**config.mk**
```make
export PLATFORM = sky130hd
export DESIGN_NAME = mc8051_mem_seq
export DESIGN_NICKNAME = d
export VERILOG_FILES = /design/src/rtl/mc8051_mem_seq_pkg.sv /design/src/rtl/mc8051_mem_seq_phase_ctr.sv /design/src/rtl/mc8051_mem_seq.sv
export SDC_FILE = /design/constraint.sdc
export NUM_CORES = 1
export LEC_CHECK = 0
export CAP_MARGIN = 20
export CORE_ASPECT_RATIO = 0.5
export CORE_MARGIN = 8
export CORE_UTILIZATION = 37
export DETAILED_ROUTE_END_ITERATION = 10
export PLACE_DENSITY = 0.84
export SLEW_MARGIN = 20
export SYNTH_ARGS = -nofsm -noshare
export SYNTH_HDL_FRONTEND = slang
export SYNTH_SLANG_ARGS = --single-unit
```
**constraint.sdc**
```tcl
create_clock -name i_clk -period 3.6 [get_ports i_clk]
set_clock_uncertainty 0.15 [all_clocks]
set_input_delay 1.08 -clock i_clk [delete_from_list [all_inputs] [get_ports i_clk]]
set_output_delay 1.08 -clock i_clk [all_outputs]
set_load 0.05 [all_outputs]
```
**src/rtl/mc8051_mem_seq_pkg.sv**
```systemverilog
// Shared phase codes for the mc8051 machine-cycle sequencer.
package mc8051_mem_seq_pkg;

    // T_IDLE never occurs in normal operation; logic decodes it as S1.
    typedef enum logic [3:0] {
        T_IDLE = 4'd0,
        T_S1   = 4'd1,
        T_S2   = 4'd2,
        T_S3   = 4'd3,
        T_S4   = 4'd4,
        T_S5   = 4'd5,
        T_S6   = 4'd6
    } phase_t;

    // Successor in the S1..S6 ring; T_IDLE behaves as S1 and moves on to S2.
    function automatic phase_t phase_succ(input phase_t p);
        phase_t r;
        case (p)
            T_S1:    r = T_S2;
            T_S2:    r = T_S3;
            T_S3:    r = T_S4;
            T_S4:    r = T_S5;
            T_S5:    r = T_S6;
            T_S6:    r = T_S1;
            default: r = T_S2;
        endcase
        return r;
    endfunction

endpackage

```
**src/rtl/mc8051_mem_seq_phase_ctr.sv**
```systemverilog
// Phase register, next-phase logic and registered end-of-cycle pulse.
module mc8051_phase_ctr
    import mc8051_mem_seq_pkg::*;
(
    input  logic       clk,
    input  logic       rst,
    input  logic       hold,
    input  logic       access,
    input  logic       ready,
    output logic [3:0] t_p_q,
    output logic [3:0] t_p_d,
    output logic       cycle_done
);

    phase_t cur;
    phase_t nxt;

    // Next phase: access phases wait for ready, S6 waits for hold release.
    always_comb begin
        nxt = cur;
        case (cur)
            T_S6: nxt = hold ? T_S6 : T_S1;
            default: begin
                if (cur == T_IDLE) begin
                    nxt = T_S1;
                end
                if (!access || ready) begin
                    nxt = phase_succ(cur);
                end
            end
        endcase
    end

    // Phase state and the one-cycle pulse marking the S6->S1 transition.
    always_ff @(posedge clk) begin
        if (rst) begin
            cur        <= T_S1;
            cycle_done <= 1'b0;
        end else begin
            cur        <= nxt;
            cycle_done <= (cur == T_S6) && !hold;
        end
    end

    assign t_p_q = cur;
    assign t_p_d = nxt;

endmodule

```
**src/rtl/mc8051_mem_seq.sv**
```systemverilog
// Machine-cycle sequencer and single-port memory master for the mc8051 core.
module mc8051_mem_seq
    import mc8051_mem_seq_pkg::*;
(
    input  logic        i_clk,
    input  logic        i_rst,
    input  logic        i_hold,
    input  logic [15:0] i_pc,
    input  logic        i_s2_rd_en,
    input  logic        i_s3_rd_en,
    input  logic        i_s5_wr_en,
    input  logic [15:0] i_s2_mem_addr,
    input  logic [15:0] i_s3_mem_addr,
    input  logic [15:0] i_s5_mem_addr,
    input  logic [7:0]  i_mem_wdata,
    input  logic [7:0]  i_mem_rdata,
    input  logic        i_mem_ready,
    output logic [15:0] o_mem_addr,
    output logic [7:0]  o_mem_wdata,
    output logic        o_mem_rd,
    output logic        o_mem_wr,
    output logic [3:0]  o_t_p_q,
    output logic [3:0]  o_t_p_d,
    output logic [7:0]  o_s1_instr_buffer,
    output logic [7:0]  o_s2_data_buffer,
    output logic [7:0]  o_s3_data_buffer,
    output logic        o_cycle_done
);

    logic [3:0] phase_q;
    logic [3:0] phase_d;
    logic       cycle_done;
    phase_t     act;
    logic       rd;
    logic       wr;
    logic [15:0] addr;
    logic [7:0] wdata;
    logic [7:0] instr_buf;
    logic [7:0] s2_buf;
    logic [7:0] s3_buf;

    mc8051_phase_ctr u_phase_ctr (
        .clk        (i_clk),
        .rst        (i_rst),
        .hold       (i_hold),
        .access     (rd | wr),
        .ready      (i_mem_ready),
        .t_p_q      (phase_q),
        .t_p_d      (phase_d),
        .cycle_done (cycle_done)
    );

    // Current phase with the unused idle code folded onto S1.
    always_comb begin
        act = phase_t'(phase_q);
        if (act == T_IDLE) begin
            act = T_S1;
        end
    end

    // Memory port mux: at most one access per phase, zero when idle.
    always_comb begin
        rd    = 1'b0;
        wr    = 1'b0;
        addr  = '0;
        wdata = '0;
        case (act)
            T_S1: begin
                rd   = 1'b1;
                addr = i_pc;
            end
            T_S2: begin
                if (i_s2_rd_en) begin
                    rd   = 1'b1;
                    addr = i_s2_mem_addr;
                end
            end
            T_S3: begin
                if (i_s3_rd_en) begin
                    rd   = 1'b1;
                    addr = i_s3_mem_addr;
                end
            end
            T_S5: begin
                wdata = i_mem_wdata;
                if (i_s5_wr_en) begin
                    wr   = 1'b1;
                    addr = i_s5_mem_addr;
                end
            end
            default: ;
        endcase
    end

    // Read capture on the completing edge of each read phase.
    always_ff @(posedge i_clk) begin
        if (i_rst) begin
            instr_buf <= '0;
            s2_buf    <= '0;
            s3_buf    <= '0;
        end else if (rd && i_mem_ready) begin
            case (act)
                T_S1:    instr_buf <= i_mem_rdata;
                T_S2:    s2_buf    <= i_mem_rdata;
                T_S3:    s3_buf    <= i_mem_rdata;
                default: ;
            endcase
        end
    end

    assign o_mem_addr        = addr;
    assign o_mem_wdata       = wdata;
    assign o_mem_rd          = rd;
    assign o_mem_wr          = wr;
    assign o_t_p_q           = phase_q;
    assign o_t_p_d           = phase_d;
    assign o_s1_instr_buffer = instr_buf;
    assign o_s2_data_buffer  = s2_buf;
    assign o_s3_data_buffer  = s3_buf;
    assign o_cycle_done      = cycle_done;

endmodule

```
# Word-level counts from Yosys, hierarchy flattened
# Cells that the tools add are included.
# totals
regBits	29
output_inout_bits	59
# classes
n_eq_ne	9
mux	15
bitwise	1
n_reduce_logical	9
# ops
operator	n
one-hot mux 16 bit (4 select lines)	1
two-way mux 16 bit	3
equality test 4 x 2 -> 1 bit, second input constant	4
equality test 4 x 3 -> 1 bit, second input constant	4
two-way mux 4 bit	3
one-hot mux 3 bit (4 select lines)	1
two-way mux 8 bit	1
AND reduction 2 bit	3
equality test 4 x 1 -> 1 bit, second input constant	1
zero test 4 bit	1
two-way mux 1 bit	4
two-way mux 3 bit	1
one-hot mux 1 bit (3 select lines)	1
logical AND 1 bit	2
zero test 1 bit	2
logical OR 1 bit	1
bitwise OR 1 bit	1

# Logic depth before layout (Yosys ltp)
# logic_depth
depth_word	9
depth_mapped	6

# Cells and area by module
# Synthesis repeated with hierarchy kept, for this count alone.
# unflattened
hier_cells	221
hier_area_um2	1896.8
# by_module_without_submodules
module	n_inst	cells_per_inst	area_each_um2	seq_area_each_um2
mc8051_mem_seq	1	187	1595.3	480.5
mc8051_phase_ctr	1	34	301.5	100.1

# Worst setup path after synthesis
# Ideal clock, no wire load.
# synth_timing
kind	input to output
start	input port i_s3_rd_en
end	output port o_mem_rd
arrival_ps	2626
required_time_ps	2370
slack_ps	-256
path_stages	3
path_buffers	1
path_cell_list	buf_2 -> mux2i_1 -> a211oi_1
# synth_via
elab_chain_cells	2
# synth_lines
item	line	source
start: declaration	mc8051_mem_seq.sv:10	input logic i_s3_rd_en,
two-way mux 1 bit	mc8051_mem_seq.sv:79	if (i_s3_rd_en) begin
one-hot mux 1 bit (3 select lines)	mc8051_mem_seq.sv:67	case (act)
end: declaration	mc8051_mem_seq.sv:20	output logic o_mem_rd,
# No other way between the ends.

# Final worst setup path
# layout_timing
start	input port i_hold
end	output port o_t_p_d[0]
# layout_via
elab_chain_cells	2
# layout_lines
item	line	source
start: declaration	mc8051_mem_seq.sv:7	input logic i_hold,
two-way mux 3 bit	mc8051_mem_seq_phase_ctr.sv:22	T_S6: nxt = hold ? T_S6 : T_S1;
two-way mux 4 bit	mc8051_mem_seq_phase_ctr.sv:21	case (cur)
end: declaration	mc8051_mem_seq.sv:23	output logic [3:0] o_t_p_d,
# No other way between the ends.

==> impl_results.md <==
* Status: finished, final reports clean
* Dominant cell type by area after synthesis: dfxtp_1
* Rows at 18
* Peak supply drop at 269 uV
* Ys flop type: dfxtp_1
* Mean Syn Cell Area at 8.26 um^2
* Number of enable flip-flop cells after synthesis at 0
* TritonCTS Buffers at 5
* Switching Fraction at 0.323
* CP arrival at 2.32 ns
* Routed length per instance at 21.6 um
* Vias in the first global route at 2,758
* IO Pins at 146
* Placer congestion estimate at 0.830
* Core outline area at 4980 um^2
* Initial core utilization at 0.387
* Drt total wl at 9760 um
* Largest fanout on the critical path at 4
* Distinct cells, synth at 38
* Clock Latency Late Sink at 0.29 ns
* Top cells by area, synth: dfxtp_1, nand3_1, mux2i_1, nand2b_1, a32oi_1
* Comb power frac at 0.395
* # setup viols final at 0
* GRT Total Usage at 0.233
* Worst hold path class: reg -> reg
* Met3 Usage GRT at 0.0894
* Max-cap violations at 0
* Most frequent cells after synthesis: nand3_1, dfxtp_1, nand2b_1
* Largest stage delay, worst path at 0.37 ns
* Yosys Warn Count at 0
* Reg2reg path depth at 4
* CTS Sinks at 29
* Area grow syn2layout at 106%
* Max Clock Freq at 282 MHz
* Internal power at 0.846 mW
* Slowest-stage cell, CP: nor4bb_4
* Top-area cell type share of the netlist area at 0.302
* Most Crowded Layer GR: met2
* Clock root cell: clkbuf_8
* RSZ-0062 raised after global routing: false
* M1 GR Usage at 0.227
* Final ANT Viol Nets at 0
* DRC at 0
* Final min period at 3.55 ns
* Maximum number of pins on one net before global-route repair at 31
* Iteration-0 DRC Markers at 154
* Maximum root-to-sink buffer count at 2
* Worst setup SP type: primary input
* Sw power at 0.404 mW
* Ys async rst share at 0
* Crit-path cells: dlygate4sd2_1 -> nor4bb_4 -> nor3_1 -> mux2i_4 -> buf_12
* Register share of total power at 0.277
* Finished Core Util at 0.795
* Worst EP required at 2.37 ns
* Final Hold Viols at 0
* Slew headroom at 0.484
* Power Density at 316 nW/um^2
* Port bufs at 144
* DP HPWL at 6900 um
* Share of layout cells above drive strength 1 at 0.202
* Vias per inst at 5.71
* Hold depth at 2
* Seq cells post-synth at 29
* CTS HTree Levels at 2
* Crit share post-route at 0.985
* P_leak at 1.54 nW
* Worst-Margin Slew at 0.771 ns
* Hold Slack at 0.314 ns
* Dominant cell by count in the synthesized netlist: nand3_1
* Final Max Tran Viols at 0
* Sequential share of the synthesized area at 0.302
* TritonCTS clock tree: yes
* CP endpoint kind: primary output
* Syn Inst Count at 233
* Synth Cell Area at 1920 um^2
* Vias at 2,575
* Gr ovfl total at 0
* N_diodes at 0
* TritonRoute pass-1 iters at 7
* Final nets at 467
* Global-route wire length before repair at 14,800 um
* Clock transition at path regs at 0.06 ns
* Met2 Use GR at 0.435
* Die Footprint at 7900 um^2
* Die Span X at 118 um
* Critical Setup Path Class: in -> out
* Initial antenna violation count at 0
* Die height at 67.0 um
* Clk pwr share at 0.328
==> critical path: cells and delay by family <==
| family | cells | cell delay (ns) |
|---|---|---|
| simple gates | 2 | 0.52 |
| mux | 1 | 0.22 |
| buf+inv | 2 | 0.48 |
==> cells by family (layout without fill, tap and decap cells) <==
logic type / after synthesis / count (layout) / synth area share
and+or+nand+nor: 124 / 124 / 0.386
AOI/OAI and AO/OA: 33 / 33 / 0.131
DFF: 29 / 29 / 0.302
buffers and inverters: 27 / 174 / 0.0813
muxes: 19 / 19 / 0.0988
other: 1 / 2 / 0.00195
==> per-layer routing <==
| layer | part of all wire | vias up |
|---|---|---|
| met5 | 0 | - |
| met4 | 0.049 | 0 |
| met3 | 0.11 | 46 |
| met2 | 0.49 | 184 |
| met1 | 0.35 | 1201 |
| li1 | - | 1144 |
==> sequential cells by signal (all words and copies together) (netlist names) <==
signal                  flops
o_s2_data_buffer            8
o_s1_instr_buffer           8
u_phase_ctr.cycle_done      1
o_s3_data_buffer            8
u_phase_ctr.t_p_q           4
==> power groups by stage <==
stage               combinational, mW  clock, mW  sequential [mW]
floorplan                       0.192          0            0.378
global placement                0.463          0            0.351
detailed placement              0.471          0            0.352
CTS                             0.484      0.411            0.346
global route                    0.508      0.431            0.348
finish                          0.493      0.410            0.347
==> area by class of cell <==
class                   count  area [um^2]
multi-input cells         178         1280
repair buffers            164         1870
fillers                   291         1020
inverters                   2         7.51
clock buffers               5         68.8
clock inverters             3         65.1
flip-flops and latches     29          581
well taps                  70         87.6
==> cell usage in the layout, fill, tap and decap left out, types with 2 or more instances in the layout <==
cell type        count
clkbuf_8             5
a32oi_1             15
dfxtp_1             29
nand3_1             52
inv_1                2
mux2i_1             17
a21oi_1              8
and4bb_2             2
a31oi_1              2
dlygate4sd2_1        3
and2_1               9
conb_1               2
buf_4               20
buf_12              28
bufinv_16            2
nor2_1               2
nor4bb_4             2
clkdlybuf4s50_1    110
nand2b_1            25
nand2_1             17
==> per-stage QoR <==
step	setup WS (ns)	setup TNS, ns	instance area (um^2)	power [mW]	std cells
finish	0.0544	0	3960	1.25	451
global route	0.0247	0	3960	1.29	451
CTS	-0.0417	-0.0417	3950	1.24	451
detailed placement	-0.225	-1.89	3750	0.823	441
global placement	-0.174	-0.765	3750	0.814	441
floorplan	0.00162	0	1940	0.570	234
==> worst paths after layout <==
check | endpoint | slack (ns) | start
worst max-delay path | o_t_p_d[0] | 0.05 | i_hold
worst min-delay path | o_s1_instr_buffer[3] | 0.31 | o_s1_instr_buffer[3]
worst max register to register | o_s2_data_buffer[2] | 1.51 | u_phase_ctr.t_p_q[0]
worst min register to register | o_s1_instr_buffer[3] | 0.31 | o_s1_instr_buffer[3]
==> what timing repair did <==
item	CTS	global route
pin swaps	6	1
setup endpoints to repair	20	1
hold buffers	0	0
buffers inserted	2	0
gates resized for setup	14	5
Power figures use the tool's default switching activity.
